## src/rtl/op_stim_signature.sv

```systemverilog
// rtl/op_stim_signature.sv - LFSR operand generator and 16-bit MISR compactor for the four-operand operator block
module op_stim_signature #(
  parameter int          NUM_VECTORS = 16,
  parameter int          SETTLE      = 2,
  parameter logic [15:0] SEED        = 16'hACE1
) (
  input  logic        clk,
  input  logic        rst,
  input  logic        start,
  output logic [3:0]  A,
  output logic [3:0]  B,
  output logic [3:0]  C,
  output logic [3:0]  D,
  input  logic [3:0]  Arithmetic,
  input  logic [3:0]  Shift,
  input  logic [3:0]  Relational,
  input  logic [3:0]  Equality,
  input  logic [3:0]  Bitwise,
  input  logic [3:0]  Reduction,
  input  logic [3:0]  Logical,
  input  logic [3:0]  Concatenation,
  input  logic [3:0]  Conditional,
  output logic        busy,
  output logic        done,
  output logic [7:0]  vec_count,
  output logic [15:0] signature
);

  // An all-zero seed would lock the LFSR, so it is replaced by 1.
  localparam logic [15:0] LOAD_VAL   = (SEED == 16'h0000) ? 16'h0001 : SEED;
  localparam logic [3:0]  SETTLE_VAL = 4'(SETTLE);
  localparam logic [7:0]  NUM_VAL    = 8'(NUM_VECTORS);

  typedef enum logic [1:0] {S_IDLE, S_WAIT, S_CAPTURE, S_DONE} state_t;

  state_t      state_q, state_d;
  logic [15:0] lfsr_q, lfsr_d;
  logic [15:0] sig_q, sig_d;
  logic [7:0]  cnt_vec_q, cnt_vec_d;
  logic [3:0]  settle_q, settle_d;

  logic [35:0] res;
  logic [15:0] fold;
  logic        sig_fb;
  logic        lfsr_fb;

  assign res     = {Arithmetic, Shift, Relational, Equality, Bitwise,
                    Reduction, Logical, Concatenation, Conditional};
  assign fold    = res[35:20] ^ res[19:4] ^ {res[3:0], 12'h000};
  assign sig_fb  = sig_q[15] ^ sig_q[13] ^ sig_q[12] ^ sig_q[10];
  assign lfsr_fb = lfsr_q[15] ^ lfsr_q[13] ^ lfsr_q[12] ^ lfsr_q[10];

  always_ff @(posedge clk or posedge rst) begin
    if (rst) begin
      state_q   <= S_IDLE;
      lfsr_q    <= 16'h0000;
      sig_q     <= 16'h0000;
      cnt_vec_q <= 8'h00;
      settle_q  <= 4'h0;
    end else begin
      state_q   <= state_d;
      lfsr_q    <= lfsr_d;
      sig_q     <= sig_d;
      cnt_vec_q <= cnt_vec_d;
      settle_q  <= settle_d;
    end
  end

  always_comb begin
    state_d   = state_q;
    lfsr_d    = lfsr_q;
    sig_d     = sig_q;
    cnt_vec_d = cnt_vec_q;
    settle_d  = settle_q;
    case (state_q)
      S_IDLE, S_DONE: begin
        if (start) begin
          lfsr_d    = LOAD_VAL;
          sig_d     = 16'h0000;
          cnt_vec_d = 8'h00;
          settle_d  = SETTLE_VAL;
          state_d   = S_WAIT;
        end
      end
      S_WAIT: begin
        settle_d = settle_q - 4'd1;
        if (settle_q == 4'd1) begin
          state_d = S_CAPTURE;
        end
      end
      S_CAPTURE: begin
        sig_d     = {sig_q[14:0], sig_fb} ^ fold;
        cnt_vec_d = cnt_vec_q + 8'd1;
        // The last vector stays on the operand buses after the run ends.
        if (cnt_vec_q + 8'd1 == NUM_VAL) begin
          state_d = S_DONE;
        end else begin
          lfsr_d   = {lfsr_q[14:0], lfsr_fb};
          settle_d = SETTLE_VAL;
          state_d  = S_WAIT;
        end
      end
      default: state_d = S_IDLE;
    endcase
  end

  assign {A, B, C, D} = lfsr_q;
  assign busy         = (state_q == S_WAIT) || (state_q == S_CAPTURE);
  assign done         = (state_q == S_DONE);
  assign vec_count    = cnt_vec_q;
  assign signature    = sig_q;

endmodule
```

## config.mk

```make
export PLATFORM = sky130hd
export DESIGN_NAME = op_stim_signature
export DESIGN_NICKNAME = d
export VERILOG_FILES = /design/src/rtl/op_stim_signature.sv
export SDC_FILE = /design/constraint.sdc
export NUM_CORES = 1
export LEC_CHECK = 0
export CAP_MARGIN = 20
export CORE_MARGIN = 5
export CORE_UTILIZATION = 43
export CTS_BUF_LIST = sky130_fd_sc_hd__clkbuf_2
export CTS_CLUSTER_SIZE = 30
export DETAILED_ROUTE_END_ITERATION = 8
export HOLD_SLACK_MARGIN = 0.15
export PLACE_DENSITY = 0.77
export SYNTH_ARGS = -nofsm -noshare
export SYNTH_HDL_FRONTEND = slang
export SYNTH_SLANG_ARGS = --single-unit
```

## constraint.sdc

```tcl
create_clock -name clk -period 1.85 [get_ports clk]
set_clock_uncertainty 0.1 [all_clocks]
set_input_delay 0.4625 -clock clk [delete_from_list [all_inputs] [get_ports clk]]
set_output_delay 0.4625 -clock clk [all_outputs]
set_load 0.05 [all_outputs]
```

Yosys cells after proc, flatten, opt, wreduce, memory -nomap -nowiden
Index checks and enable logic that the tools add are counted.
Widths: inputs -> output; s select.

storage, ports and cells
  output and inout port bits = 42
  bits in read-only memories = 0
  bits in writable memories = 0
  memories kept = 0
  latch bits = 0
  bits in registers = 46
  input bits = 39

cells by class
  multiply operators = 0
  shift-type cells = 0
  divide/modulo/power cells = 0
  reduce and logical (&&, ||, !) cells = 8
  muxes and demuxes = 14
  order comparisons = 0
  bitwise logic cells = 9
  add/sub/neg operators = 2
  equal/unequal tests = 8

operators with widths
  operator             count
  $pmux 16 s2          2
  $mux 16              3
  $xor 16x16->16       3
  $pmux 8 s2           1
  $pmux 4 s3           1
  $add 8x1->8 const B  1
  $eq 8x5->1 const B   1
  $mux 4               2
  $mux 8               1
  $mux 2               3
  $ne 2x2->1 const B   3
  $pmux 2 s3           1
  $reduce_and 2->1     3
  $xor 1x1->1          6
  $eq 2x2->1 const B   2
  $eq 4x1->1 const B   1
  $sub 4x1->4 const B  1
  $reduce_and 3->1     1
  $eq 2x1->1 const B   1
  $logic_not 2->1      1
  $reduce_bool 2->1    1
  $reduce_or 2->1      1
  $logic_or 1x1->1     1

Logic depth before layout (Yosys ltp)
  depth in word-level cells = 5
  mapped depth = 7

Worst setup path before layout
Ideal clock, no wire load.

  kind = reg2reg
  start point = register cnt_vec_q[0], in the netlist vec_count[0]
  end point = register settle_q[1]
  required time = 1625 ps
  library setup time = 125 ps
  setup slack = -458 ps
  cell stages (with the launch flop) = 7
  data arrival time = 2083 ps
  clock period less this slack = 2308 ps
  path buffers = 0
  cells stage by stage = dfrtp_1 ha_1 and2_1 a21oi_1 o32ai_4 a21oi_4 mux2_4

on the way
  word-level cells in the longest chain between the ends = 4

ends and longest elaborated chain
  item                               RTL line  RTL
  from (decl)                        39        logic [7:0] cnt_vec_q, cnt_vec_d;
  from (signal assigned)             64        cnt_vec_q <= cnt_vec_d;
  $add 8x1->8                        95        if (cnt_vec_q + 8'd1 == NUM_VAL) begin
  $eq 8x5->1                         95
  $ne 2x2->1 (no source line)        n/a
  $reduce_and 2->1 (no source line)  n/a
  to (signal assigned)               65        settle_q <= settle_d;
  to (decl)                          40        logic [3:0] settle_q, settle_d;

Every way passes these cells.
A chain may end at the register's enable or synchronous reset.

Worst setup path after layout
  start point = register cnt_vec_q[1], in the netlist vec_count[1]
  end point = register settle_q[1]

Same word-level chain as after synthesis.

==> key figures <==
Cells and area
  – Register area: about 1200 um^2
  – Multi-input logic area: 1430 um^2
  – Fin util: 0.758
  – Layout cells sized above 1: 0.344
  – Layout area overhead: 70.2%
  – Nets: 398
  – Fillers: 387
  – Diode count: 0
  – Design Area, Final: about 4200 um^2

Pwr
  – Power density cells: 1470 nW/um^2
  – Worst vdd ir: roughly 0.96 mV
  – Leakage: 1.72 nW

Logic synthesis
  – Synth async-reset ratio: 1.00
  – Post-synth EDFFs: 0
  – Mapped Avg Cell Area: 10.6 um^2
  – Synthesized cell area: 2470 um^2
  – Synth area leader: dfrtp_1
  – Post-synth top area share: 0.467
  – Register area share after synthesis: 0.467
  – Area contributors post-synth: dfrtp_1 (47%), xnor2_1 (11%), o21ai_0 (5.1%), xor2_1 (4.6%), nand2_1 (4.4%)
  – Most common flop cell mapped by yosys: dfrtp_1
  – Synthesized netlist cell count: 233
  – Post-synth cell types: 39
  – Syn_nets: between 200 and 300
  – YS warnings: 0
  – FF+latch count, synth: 46

Critical path
  – CP Max Fanout: 7
  – CP max stage delay: 0.58 ns
  – Crit path max-delay cell type: dfrtp_4
  – Worst setup SP type: register
  – Most frequent CP cell: a21oi_4
  – CP endpoint kind: register
  – Crit path required time: 2.08 ns
  – Arrival @ worst endpoint: ~2.3 ns
  – Crit path cell chain: ha_4 -> and2_4 -> a21oi_4 -> o32ai_4 -> buf_4 -> a21oi_4 -> mux2_4
  – Critical path type: register to register

Job
  – Max cap viols: 0

Clock network
  – CTS tree: done
  – Sink Count: 46
  – Clk_lat worst skew: 0.42 ns
  – Clk slew on worst S/H paths: 0.23 ns
  – CTS Buf Count: 5
  – Clock Tree Buf Depth: 2
  – Cts-stage hold buffer count: 0
  – H-Tree Depth: 2
  – Root buf cell: clkbuf_2

GRT
  – First-pass GRT wire length: 10400 um
  – Vias in the first global route: 2244
  – Initial antenna violation count: 0
  – GR Util All Layers: 0.176
  – Remaining Overflow, GRT: 0
  – Largest net degree at the start of global routing: 47

Floorplanning
  – Die width: roughly 86 um
  – Die H: 85.7 um
  – Die area: 7350 um^2
  – Starting Density: 0.445
  – Row Count: 27
  – Total core area: roughly 5500 um^2
  – Top Ports: 81

Timing
  – Worst-Margin Slew: 0.369 ns
  – Max-slew violations: 0
  – Endpoints failing hold: 0
  – Ratio of final minimum period to clock period: 1.09
  – RSZ-0062 raised after global routing: true
  – Final setup viols: 24
  – Post-route setup slack: -0.174 ns
  – F_max: between 400 and 500 MHz
  – Relative slew slack: 0.753
  – Final min period: 2.02 ns

Drt
  – Drt drc: 0
  – Initial DRT Pass Iterations: 4
  – Wire per inst: between 10 and 15 um
  – Vias/cell: 5.13
  – Final wirelength: 6310 um
  – DRT iter0 DRCs: 53
  – Via Count: about 2200
  – Final ANT Viol Nets: 0

Placement
  – Placer Congestion: between 0.8 and 0.9
  – Dpl cell area: 3920 um^2
  – Dpl hpwl: 4580 um
  – Port bufs: 80

Status
  – Status: finished, violations left
  – Failing checks: negative setup slack

Min path
  – Worst hold-check path type: primary input to asynchronous set/reset pin
[worst max-delay path: cells and delay by family, from the launching register on]
kind | cells | cell delay, ns
AOI/OAI and AO/OA | 3 | 0.44
DFF | 1 | 0.58
and+or+nand+nor | 1 | 0.16
buffers and inverters | 1 | 0.16
adders and majority gates | 1 | 0.20
muxes | 1 | 0.31
[path summary, 6_finish.rpt]
kind / startpoint / endpoint / slack [ns] / cells past startpoint
setup / recovery: vec_count[1] / settle_q[1] / -0.17 / 7
hold / removal: rst / lfsr_q[10] / 0.24 / 3
setup reg to reg: vec_count[1] / settle_q[1] / -0.17 / 7
hold reg to reg: settle_q[3] / settle_q[3] / 0.46 / 1
max in group asynchronous: rst / vec_count[1] / 1.16 / 3
min in group clk: settle_q[3] / settle_q[3] / 0.46 / 1
[per-stage QoR]
stage	power (mW)	std cells	TNS (ns)	hold slack (ns)	setup WS, ns
2_1_floorplan	3.76	233	-1.08	0.382	-0.122
3_3_place_gp	5.37	404	-3.28	0.402	-0.147
3_5_place_dp	5.45	404	-4.43	0.413	-0.174
4_1_cts	6.02	415	-1.04	0.244	-0.140
5_1_grt	6.55	424	-4.09	0.242	-0.232
6_report	6.16	424	-2.25	0.244	-0.174
[flip-flops by register name (all words and copies together), names as in the netlist]
register and count:
settle_q 4, signature 16, state_q 2, vec_count 8
lfsr_q 16
[final cells by class]
type / count / area share
Timing Repair Buffer: 116 / 0.342
Clock inverter: 3 / 0.00387
Inverter: 9 / 0.00894
Sequential cell: 46 / 0.277
Clock buffer: 5 / 0.00596
Multi-Input combinational cell: 173 / 0.340
Tap cell: 72 / 0.0215
[synthesized netlist by cell type (all sizes together), types with 4 or more instances]
library cell / number
inv: 9
a22o: 9
nand2: 29
dfrtp: 46
a21oi: 8
nor2: 10
ha: 8
o21ai: 26
xor2: 13
nand3: 4
xnor2: 30
clkbuf: 4
o22a: 7
[what timing repair did]
item                                    in CTS  in global routing
buffers inserted                             3                  9
pin swaps                                    6                  7
endpoints found under the setup margin      29                 48
gates resized for setup                     11                 20
gates cloned                                 0                  1
[layer usage]
layer  GRT usage  wire length (um)  up-vias  share of wire
met5           0                 0        -              0
met4      0.0388                88        0          0.014
met3      0.0615               573       12          0.091
met2       0.300              3110       77           0.49
met1       0.214              2540     1031           0.40
li1            -                 -     1053              -
[cell usage in the layout, fill, tap and decap left out, drive strengths merged, types with 2 or more instances in the layout]
cell / count
o21ai: 26
clkbuf: 5
clkinvlp: 2
nand2b: 2
inv: 8
clkdlybuf4s50: 38
a22o: 9
clkinv: 2
ha: 8
dfrtp: 46
buf: 78
xor2: 13
and2: 2
nor2: 10
nand3: 4
o31ai: 2
mux2i: 2
o22a: 7
nand2: 29
a21oi: 9
and3: 2
o22ai: 2
xnor2: 30
[kinds of logic after synthesis]
family	synth area share
buffers and inverters	0.0238
AND/OR/NAND/NOR	0.104
flip-flops	0.467
AO/OA/AOI/OAI	0.198
multiplexers	0.0142
adder cells (fa/ha/maj)	0.0406
XOR/XNOR	0.153
[power breakdown]
part	leakage, nW	switching, mW	internal (mW)
combinational	1.11	2.05	1.97
sequential	0.579	0.425	1.30
clock	0.0264	0.325	0.0861
Note: power is estimated with default switching activity, not from simulation.
